**src/rtl/if_pkg.sv**
```systemverilog
// rtl/if_pkg.sv - shared types and constants for the instruction fetch queue
package if_pkg;

    localparam int IF_PC_W = 32;
    localparam int IF_IW   = 16;

    // Opcode occupies the top OPC_W bits of an instruction word.
    localparam int OPC_W = 4;

    typedef enum logic {
        S_OP,
        S_IMM
    } fetch_state_e;

    typedef enum logic [2:0] {
        REDIR_NONE,
        REDIR_EXC,
        REDIR_POP,
        REDIR_JMP,
        REDIR_INT
    } redir_src_e;

    // Queue entry at the default widths; the top declares the same layout at its own widths.
    typedef struct packed {
        logic [IF_IW-1:0]   instr;
        logic [IF_IW-1:0]   imm;
        logic               itype;
        logic               is_int;
        logic [IF_PC_W-1:0] pc_next;
    } fetch_pkt_t;

    function automatic redir_src_e redir_select(input logic exc, input logic pop, input logic jmp);
        if (exc) return REDIR_EXC;
        if (pop) return REDIR_POP;
        if (jmp) return REDIR_JMP;
        return REDIR_NONE;
    endfunction

endpackage

```
**src/rtl/if_fetch_queue_if.sv**
```systemverilog
// rtl/if_fetch_queue_if.sv - instruction memory and ID-side packet bus of the fetch queue
interface if_fetch_queue_if #(
    parameter int PC_W = 32,
    parameter int IW   = 16
);
    logic [PC_W-1:0] imem_addr;
    logic [IW-1:0]   imem_rdata;
    logic            out_valid;
    logic            out_ready;
    logic [IW-1:0]   out_instr;
    logic [IW-1:0]   out_imm;
    logic            out_itype;
    logic            out_int;
    logic [PC_W-1:0] out_pc_next;

    modport master (
        output imem_addr,
        input  imem_rdata,
        output out_valid,
        input  out_ready,
        output out_instr,
        output out_imm,
        output out_itype,
        output out_int,
        output out_pc_next
    );

    modport slave (
        input  imem_addr,
        output imem_rdata,
        input  out_valid,
        output out_ready,
        input  out_instr,
        input  out_imm,
        input  out_itype,
        input  out_int,
        input  out_pc_next
    );
endinterface

```
**src/rtl/if_fetch_fifo.sv**
```systemverilog
// rtl/if_fetch_fifo.sv - DEPTH-entry circular packet buffer, falling-edge clocked, flush wins over push
module if_fetch_fifo
    import if_pkg::*;
#(
    parameter type entry_t = fetch_pkt_t,
    parameter int  DEPTH   = 4
) (
    input  logic   clk,
    input  logic   reset,
    input  logic   push,
    input  entry_t push_data,
    input  logic   pop,
    input  logic   flush,
    output entry_t head,
    output logic   full,
    output logic   empty
);
    localparam int AW = $clog2(DEPTH);

    entry_t         mem [DEPTH];
    logic [AW:0]    wr_ptr;
    logic [AW:0]    rd_ptr;

    // Pointers carry one wrap bit so full and empty are distinguishable.
    assign empty = (wr_ptr == rd_ptr);
    assign full  = (wr_ptr == {~rd_ptr[AW], rd_ptr[AW-1:0]});
    assign head  = mem[rd_ptr[AW-1:0]];

    always_ff @(negedge clk or negedge reset) begin
        if (!reset) begin
            wr_ptr <= '0;
            rd_ptr <= '0;
        end else if (flush) begin
            wr_ptr <= '0;
            rd_ptr <= '0;
        end else begin
            if (push) wr_ptr <= wr_ptr + (AW+1)'(1);
            if (pop)  rd_ptr <= rd_ptr + (AW+1)'(1);
        end
    end

    always_ff @(negedge clk) begin
        if (push && !flush) mem[wr_ptr[AW-1:0]] <= push_data;
    end
endmodule

```
**src/rtl/if_fetch_queue.sv**
```systemverilog
// rtl/if_fetch_queue.sv - fetch stage with packet queue toward ID; IF_PERF_CNT_EN adds perf counters
module if_fetch_queue
    import if_pkg::*;
#(
    parameter int               PC_W      = 32,
    parameter int               IW        = 16,
    parameter int               DEPTH     = 4,
    parameter logic [OPC_W-1:0] ITYPE_OP  = 4'd8,
    parameter logic [PC_W-1:0]  RESET_VEC = PC_W'(32),
    parameter logic [PC_W-1:0]  EXC_VEC   = PC_W'(32),
    parameter logic [PC_W-1:0]  INT_VEC   = PC_W'(0)
) (
    input  logic            clk,
    input  logic            reset,
    input  logic            interrupt,
    input  logic            set_int,
    input  logic            exception,
    input  logic            pop_pc,
    input  logic [PC_W-1:0] pc_pop_val,
    input  logic            jmp,
    input  logic [PC_W-1:0] pc_jmp_val,
    if_fetch_queue_if.master bus
`ifdef IF_PERF_CNT_EN
    ,
    output logic [31:0]     perf_fetch_cnt,
    output logic [15:0]     perf_redir_cnt
`endif
);
    typedef struct packed {
        logic [IW-1:0]   instr;
        logic [IW-1:0]   imm;
        logic            itype;
        logic            is_int;
        logic [PC_W-1:0] pc_next;
    } pkt_t;

    fetch_state_e    state, state_n;
    logic [PC_W-1:0] pc, pc_n, pc_inc;
    logic [IW-1:0]   hold, hold_n;
    logic            int_pend, int_take;
    logic            push, pop, flush, full, empty, push_ok, out_valid;
    pkt_t            push_pkt, head;
    redir_src_e      redir_src, redir_kind;

    assign pc_inc    = pc + PC_W'(1);
    assign redir_src = redir_select(exception, pop_pc, jmp);

    // A redirect in flight hides the queue head so ID never consumes a packet about to be flushed.
    assign out_valid = !empty && (redir_src == REDIR_NONE);
    assign pop       = out_valid && bus.out_ready;
    assign push_ok   = !full || pop;

    always_comb begin
        state_n    = state;
        pc_n       = pc;
        hold_n     = hold;
        push       = 1'b0;
        push_pkt   = '0;
        flush      = 1'b0;
        int_take   = 1'b0;
        redir_kind = redir_src;
        if (redir_src == REDIR_NONE && state == S_OP && int_pend && push_ok)
            redir_kind = REDIR_INT;

        case (redir_kind)
            REDIR_EXC, REDIR_POP, REDIR_JMP: begin
                flush   = 1'b1;
                hold_n  = '0;
                state_n = S_OP;
                if (redir_kind == REDIR_EXC)      pc_n = EXC_VEC;
                else if (redir_kind == REDIR_POP) pc_n = pc_pop_val;
                else                              pc_n = pc_jmp_val;
            end
            REDIR_INT: begin
                push             = 1'b1;
                push_pkt.is_int  = 1'b1;
                push_pkt.pc_next = pc;
                pc_n             = INT_VEC;
                int_take         = 1'b1;
            end
            default: begin
                if (state == S_OP) begin
                    // The opcode word of an I-type only moves into hold, so it needs no queue room.
                    if (bus.imem_rdata[IW-1 -: OPC_W] == ITYPE_OP) begin
                        hold_n  = bus.imem_rdata;
                        pc_n    = pc_inc;
                        state_n = S_IMM;
                    end else if (push_ok) begin
                        push             = 1'b1;
                        push_pkt.instr   = bus.imem_rdata;
                        push_pkt.pc_next = pc_inc;
                        pc_n             = pc_inc;
                    end
                end else if (push_ok) begin
                    push             = 1'b1;
                    push_pkt.instr   = hold;
                    push_pkt.imm     = bus.imem_rdata;
                    push_pkt.itype   = 1'b1;
                    push_pkt.pc_next = pc_inc;
                    pc_n             = pc_inc;
                    state_n          = S_OP;
                end
            end
        endcase
    end

    always_ff @(negedge clk or negedge reset) begin
        if (!reset) begin
            state    <= S_OP;
            pc       <= RESET_VEC;
            hold     <= '0;
            int_pend <= 1'b0;
        end else begin
            state    <= state_n;
            pc       <= pc_n;
            hold     <= hold_n;
            int_pend <= (int_pend && !int_take) || interrupt || set_int;
        end
    end

    if_fetch_fifo #(
        .entry_t (pkt_t),
        .DEPTH   (DEPTH)
    ) u_fifo (
        .clk       (clk),
        .reset     (reset),
        .push      (push),
        .push_data (push_pkt),
        .pop       (pop),
        .flush     (flush),
        .head      (head),
        .full      (full),
        .empty     (empty)
    );

    assign bus.imem_addr   = pc;
    assign bus.out_valid   = out_valid;
    assign bus.out_instr   = out_valid ? head.instr   : '0;
    assign bus.out_imm     = out_valid ? head.imm     : '0;
    assign bus.out_itype   = out_valid ? head.itype   : 1'b0;
    assign bus.out_int     = out_valid ? head.is_int  : 1'b0;
    assign bus.out_pc_next = out_valid ? head.pc_next : '0;

`ifdef IF_PERF_CNT_EN
    always_ff @(negedge clk or negedge reset) begin
        if (!reset) begin
            perf_fetch_cnt <= '0;
            perf_redir_cnt <= '0;
        end else begin
            perf_fetch_cnt <= perf_fetch_cnt + 32'(push && !push_pkt.is_int);
            perf_redir_cnt <= perf_redir_cnt + 16'(redir_kind != REDIR_NONE);
        end
    end
`endif
endmodule

```
**src/flat_wrapper.sv**
```systemverilog
// flat-port wrapper written by rule: the top's interface ports become plain ports
module if_fetch_queue_flat import if_pkg::*;
#(
    parameter int               PC_W      = 32,
    parameter int               IW        = 16,
    parameter int               DEPTH     = 4,
    parameter logic [OPC_W-1:0] ITYPE_OP  = 4'd8,
    parameter logic [PC_W-1:0]  RESET_VEC = PC_W'(32),
    parameter logic [PC_W-1:0]  EXC_VEC   = PC_W'(32),
    parameter logic [PC_W-1:0]  INT_VEC   = PC_W'(0)
)
  (clk, reset, interrupt, set_int, exception, pop_pc, pc_pop_val, jmp, pc_jmp_val, bus_imem_addr, bus_imem_rdata, bus_out_valid, bus_out_ready, bus_out_instr, bus_out_imm, bus_out_itype, bus_out_int, bus_out_pc_next);
  if_fetch_queue_if #(.PC_W(PC_W), .IW(IW)) bus_i ();
  input  logic clk;
  input  logic reset;
  input  logic interrupt;
  input  logic set_int;
  input  logic exception;
  input  logic pop_pc;
  input  logic [PC_W-1:0] pc_pop_val;
  input  logic jmp;
  input  logic [PC_W-1:0] pc_jmp_val;
  output wire logic [$bits(bus_i.imem_addr)-1:0] bus_imem_addr;
  input wire logic [$bits(bus_i.imem_rdata)-1:0] bus_imem_rdata;
  output wire logic [$bits(bus_i.out_valid)-1:0] bus_out_valid;
  input wire logic [$bits(bus_i.out_ready)-1:0] bus_out_ready;
  output wire logic [$bits(bus_i.out_instr)-1:0] bus_out_instr;
  output wire logic [$bits(bus_i.out_imm)-1:0] bus_out_imm;
  output wire logic [$bits(bus_i.out_itype)-1:0] bus_out_itype;
  output wire logic [$bits(bus_i.out_int)-1:0] bus_out_int;
  output wire logic [$bits(bus_i.out_pc_next)-1:0] bus_out_pc_next;
  assign bus_imem_addr = bus_i.imem_addr;
  assign bus_i.imem_rdata = bus_imem_rdata;
  assign bus_out_valid = bus_i.out_valid;
  assign bus_i.out_ready = bus_out_ready;
  assign bus_out_instr = bus_i.out_instr;
  assign bus_out_imm = bus_i.out_imm;
  assign bus_out_itype = bus_i.out_itype;
  assign bus_out_int = bus_i.out_int;
  assign bus_out_pc_next = bus_i.out_pc_next;
  if_fetch_queue #(.PC_W(PC_W), .IW(IW), .DEPTH(DEPTH), .ITYPE_OP(ITYPE_OP), .RESET_VEC(RESET_VEC), .EXC_VEC(EXC_VEC), .INT_VEC(INT_VEC)) u_core (.clk(clk), .reset(reset), .interrupt(interrupt), .set_int(set_int), .exception(exception), .pop_pc(pop_pc), .pc_pop_val(pc_pop_val), .jmp(jmp), .pc_jmp_val(pc_jmp_val), .bus(bus_i));
endmodule
```
**config.mk**
```make
export PLATFORM = sky130hd
export DESIGN_NAME = if_fetch_queue_flat
export DESIGN_NICKNAME = d
export VERILOG_FILES = /design/src/rtl/if_pkg.sv /design/src/rtl/if_fetch_queue_if.sv /design/src/rtl/if_fetch_fifo.sv /design/src/rtl/if_fetch_queue.sv /design/src/flat_wrapper.sv
export SDC_FILE = /design/constraint.sdc
export NUM_CORES = 1
export LEC_CHECK = 0
export CAP_MARGIN = 10
export CORE_UTILIZATION = 33
export CTS_CLUSTER_SIZE = 28
export DETAILED_ROUTE_END_ITERATION = 16
export HOLD_SLACK_MARGIN = 0.12
export PLACE_DENSITY = 0.64
export SYNTH_ARGS = -nofsm -noshare
export SYNTH_HDL_FRONTEND = slang
export SYNTH_HIERARCHICAL = 1
export SYNTH_SLANG_ARGS = --single-unit
```
**constraint.sdc**
```tcl
create_clock -name clk -period 5.5 [get_ports clk]
set_input_delay 0.55 -clock clk [delete_from_list [all_inputs] [get_ports clk]]
set_output_delay 0.55 -clock clk [all_outputs]
set_load 0.05 [all_outputs]
```
Yosys cells after proc, flatten, opt, wreduce, memory -nomap -nowiden:

Memory sizes are Yosys's and may differ from the RTL's.
Cells that the tools add are included.

* register bits after elaboration: 56
* RAM bits: 264
* output and inout port bits: 99
* memories: 1

Memory list
* u_core.u_fifo.mem: words 4, bits a word 66, rd ports 1, clocked after memory_dff 0, write ports 1, RTL line if_fetch_fifo.sv:20 `entry_t mem [DEPTH];`

* add/sub/neg operators: 3
* equality and inequality tests: 8
* muxes and demuxes: 53
* bitwise operators: 3
* reductions and logical operators: 21

Operators by type and width (count)
* $mux 32: 9
* $pmux 32 s2: 2
* $mux 16: 7
* $mux 33: 2
* $mux 3: 11
* $add 32x1->32 const B: 1
* $pmux 16 s2: 1
* $mux 1: 18
* $mux 17: 1
* $logic_and 1x1->1: 7
* $add 3x1->3 const B: 2
* $eq 3x2->1 const B: 2
* $eq 3x3->1: 2
* $reduce_bool 2->1: 3
* $eq 4x4->1 const B: 1
* $logic_not 1->1: 4
* $pmux 1 s2: 2
* $reduce_or 4->1: 1
* $eq 3x1->1 const B: 1
* $eq 3x3->1 const B: 1
* $logic_not 3->1: 1
* $logic_or 1x1->1: 3
* $not 1->1: 3
* $reduce_and 3->1: 1
* 2 further kinds: 2

Longest topological paths before layout:

* depth after elaboration: 20
* mapped depth: 12

Modules after synthesis:

Netlist, hierarchy kept.

Modules (own cells, without submodules)
* if_fetch_fifo: instances 1, cells an instance 387, area an instance 9949.5 sq um, sequential area each 8077.7 sq um
* if_fetch_queue: instances 1, cells an instance 586, area an instance 4675.7 sq um, sequential area each 1252.5 sq um

==> summary.txt <==
Power and ir drop
  • Clock power frac: 50.4%
  • Maximum vdd ir drop: 0.000197 V
  • Internal: 4.47 mW
  • Reg power frac: 43.4%
  • Power Density: 295 nW/um^2
  • Fraction of power spent switching nets: 28.0%
  • Combinational power share: 6.2%
  • Leak: 8.17 nW
  • NetSw: 1.74 mW

Yosys
  • Mapped cell area: 14600 um^2
  • Mux cell area share after synthesis: 12.8%
  • Number of enable flip-flop cells after synthesis: 264
  • Share of the synthesized area in the top cell type: 54.2%
  • Synth Instances: 973
  • #FFs+latches synth: 320
  • Area leader, netlist: edfxtp_1
  • Post-synthesis sequential area ratio: 63.8%
  • Compound-cell area share of the yosys netlist: 6.67%
  • Main combinational cell family by area after synthesis: multiplexers
  • Syn_nets: 1068
  • Predominant post-synthesis flop cell: edfxtp_1
  • Simple-gate share of the synthesized area: 11.2%
  • Unique masters post-synth: 69
  • Fraction of registers with async set/reset: 17.5%
  • Ranking of synthesized cells by area: edfxtp_1 54%, mux4_2 10%, dfrtn_1 9.4%, and2_1 3.2%, mux2i_1 2.7%
  • Synth Area per Inst: 15.0 um^2
  • Post-synthesis adder-cell area fraction: 0.599%
  • YS warnings: 6
  • XOR/XNOR Fraction of Synth Area: 1.74%

Run
  • Max-capacitance violation count: 0

Die
  • Die Y: 213 um
  • Core region area: 43400 um^2
  • Die X: 213 um
  • Die ar.: 45200 um^2
  • Core Rows: 76
  • Starting density of the core: 33.7%
  • I/O pins: 187

Timing
  • Final Hold Fails: 0
  • Slew @ Worst Pin: 1.14 ns
  • Unrepaired setup endpoints after global routing: true
  • Relative slew slack: 23.9%
  • Hold WS: 0.438 ns
  • Setup Viol. Count Final: 67
  • Final setup TNS: -16.03 ns
  • Final worst setup slack: -0.261 ns
  • Max-slew violation count: 0
  • Clk_skew: 0.0819 ns

Routing
  • Final ANT Viol Nets: 0
  • Drt first pass iters: 5
  • DRT Wirelength: 41200 um
  • Initial DRC Count: 935
  • Via count: 10630
  • WL/cell: 19.5 um
  • DRC viols: 0
  • DR vias/cell: 5.04

Final layout
  • Most frequent cells in the layout: 284 x inv_1, 264 x edfxtp_1, 118 x clkdlybuf4s50_1, 84 x buf_12, 81 x buf_4
  • Finished Cell Area: 21000 um^2
  • Nets: 1590
  • Layout cell share with drive strength beyond 1: 26.4%
  • Area grow syn2layout: 43.9%
  • Ant diodes: 0
  • Commonest non-fill, non-tap cell in the layout: inv_1

Setup path
  • Crit path from: u_core/u_fifo/rd_ptr[1]
  • FF-to-FF Start: u_core/u_fifo/rd_ptr[1]
  • Endpoint class of the critical path: primary output
  • WP data arrival: 5.21 ns
  • Worst endpoint required time: 4.95 ns
  • Setup crit start kind: flop
  • Setup slack on the worst flop-to-flop path: 2.49 ns
  • Worst path most repeated cell: buf_12
  • Slowest library cell on the worst path: dfrtn_1
  • Worst reg2reg endpoint: u_core/u_fifo/mem[3][15]
  • Worst Setup EP: bus_out_pc_next[29]
  • Setup CP Type: reg2out
  • Worst path max stage delay: 0.50 ns
  • Reg2Reg Depth: 10
  • Maximum net fanout on the critical path: 12
  • CP Cell Sequence: xor2_2, nor3b_2, or4_4, clkinv_8, buf_12, and2_4, buf_12

Worst hold path
  • Min-Delay Path Class: reg2reg

CTS
  • CTS tree: yes
  • TritonCTS buffer count: 37
  • Reg clk slew, reported paths: 0.05 ns
  • Hold_buf cts: 0
  • H-tree levels: 2
  • Clk Latency, worst-skew pair: 0.61 ns
  • Clk sinks: 320
  • Maximum clock path buffer count: 3
  • Clock root cell: clkbuf_16

Place
  • Dpl ws: -0.296 ns
  • Port buffer count: 186
  • Dpl cell area: 18600 um^2
  • DP HPWL: 27200 um
  • Final Wtd Congestion: 0.885

Global routing
  • Vias in the first global route: 11012
  • Global route overflow: 0
  • Largest net degree at the start of global routing: 44
  • Global-route wire length before repair: 62100 um
  • Total track usage: 18.4%
  • Antenna violations before repair: 0

Run status
  • Outcome: finished, violations left
  • Violations in the final reports: setup timing
==> power groups by stage <==
stage	clock (mW)	combinational, mW	sequential, mW
after floorplan	0.287	0.113	2.78
after global placement	0.287	0.382	2.72
after detailed placement	0.287	0.385	2.72
after CTS	3.21	0.387	2.69
after global routing	3.46	0.408	2.69
final	3.13	0.384	2.69
==> sequential cells by signal, summed over array words and instances (netlist names) <==
register,count
u_core/u_fifo/wr_ptr,3
u_core/u_fifo/rd_ptr,3
u_core/int_pend,1
u_core/bus.imem_addr,32
u_core/hold,16
u_core/u_fifo/mem,264
u_core/state,1
==> logic make-up (layout without fill, tap and decap cells) <==
group	Yosys count	count (layout)
flip-flops	320	320
AND/OR/NAND/NOR	274	274
AO/OA/AOI/OAI	147	147
multiplexers	105	105
buffers and inverters	91	642
XOR/XNOR	29	29
adder cells (fa/ha/maj)	7	7
==> layer usage <==
metal,wire (um),vias to the layer above,share of wire (%),global-route usage [%]
met1,17000,5325,41,23.5
met3,3210,41,7.8,5.05
met5,0,-,0,0
met4,743,0,1.8,6.20
li1,-,4850,-,-
met2,20200,414,49,30.1
==> stage by stage <==
step	std cells	utilization [%]	total power, mW
after floorplan	973	-	3.18
after global placement	1773	43.0	3.39
after detailed placement	1773	43.0	3.39
after CTS	2107	48.4	6.29
after global routing	2109	48.5	6.55
final	2109	48.5	6.20
==> worst min-delay path by stage <==
stage	slack, ns	start	endpoint	cells past startpoint
6_report	0.44	u_core/hold[14]	u_core/hold[14]	1
5_1_grt	0.44	u_core/hold[12]	u_core/hold[12]	1
4_1_cts	0.43	u_core/hold[13]	u_core/hold[13]	1
3_5_place_dp	0.43	u_core/hold[13]	u_core/hold[13]	1
3_3_place_gp	0.43	u_core/hold[14]	u_core/hold[14]	1
2_1_floorplan	0.41	u_core/hold[12]	u_core/hold[12]	1
==> synthesized netlist by cell type, drive strengths merged (3+ instances only) <==
| library cell | n |
|---|---|
| xor2 | 12 |
| inv | 18 |
| nand3 | 30 |
| o31ai | 3 |
| nand4 | 18 |
| mux2i | 39 |
| and2 | 75 |
| and3 | 21 |
| xnor2 | 17 |
| ha | 7 |
| o22ai | 25 |
| a22o | 14 |
| and4 | 4 |
| o211ai | 4 |
| a21oi | 26 |
| nor4 | 11 |
| nand3b | 6 |
| buf | 40 |
| nand2b | 3 |
| a22oi | 13 |
| a31oi | 10 |
| edfxtp | 264 |
| dfrtn | 55 |
| a211oi | 4 |
| or4 | 5 |
| clkbuf | 32 |
| or3 | 9 |
| nor2 | 39 |
| mux4 | 66 |
| o21ai | 32 |
| nand2 | 30 |
| nor3 | 15 |
==> worst max-delay path, delay by kind of cell (launching register included) <==
family,cells,cell delay [ns]
XOR/XNOR,1,0.20
buffers and inverters,3,0.42
AND/OR/NAND/NOR,3,0.80
flip-flops,1,0.50
==> final cells by class <==
class,count,area [um^2]
sequential,320,9330
timing repair buffer,292,3660
clock inverter,290,1180
multi-input combinational,562,5040
tap,585,732
inverter,17,76.3
clock buffer,43,1020
fill,3825,22300
==> what timing repair did <==
| item | CTS | global route |
|---|---|---|
| pin swaps | 3 | 0 |
| cloned | 2 | 2 |
| resized for setup | 25 | 2 |
| buffers inserted | 1 | 0 |
| endpoints found under the setup margin | 67 | 67 |
No activity file was read; power rests on OpenSTA's default activity.
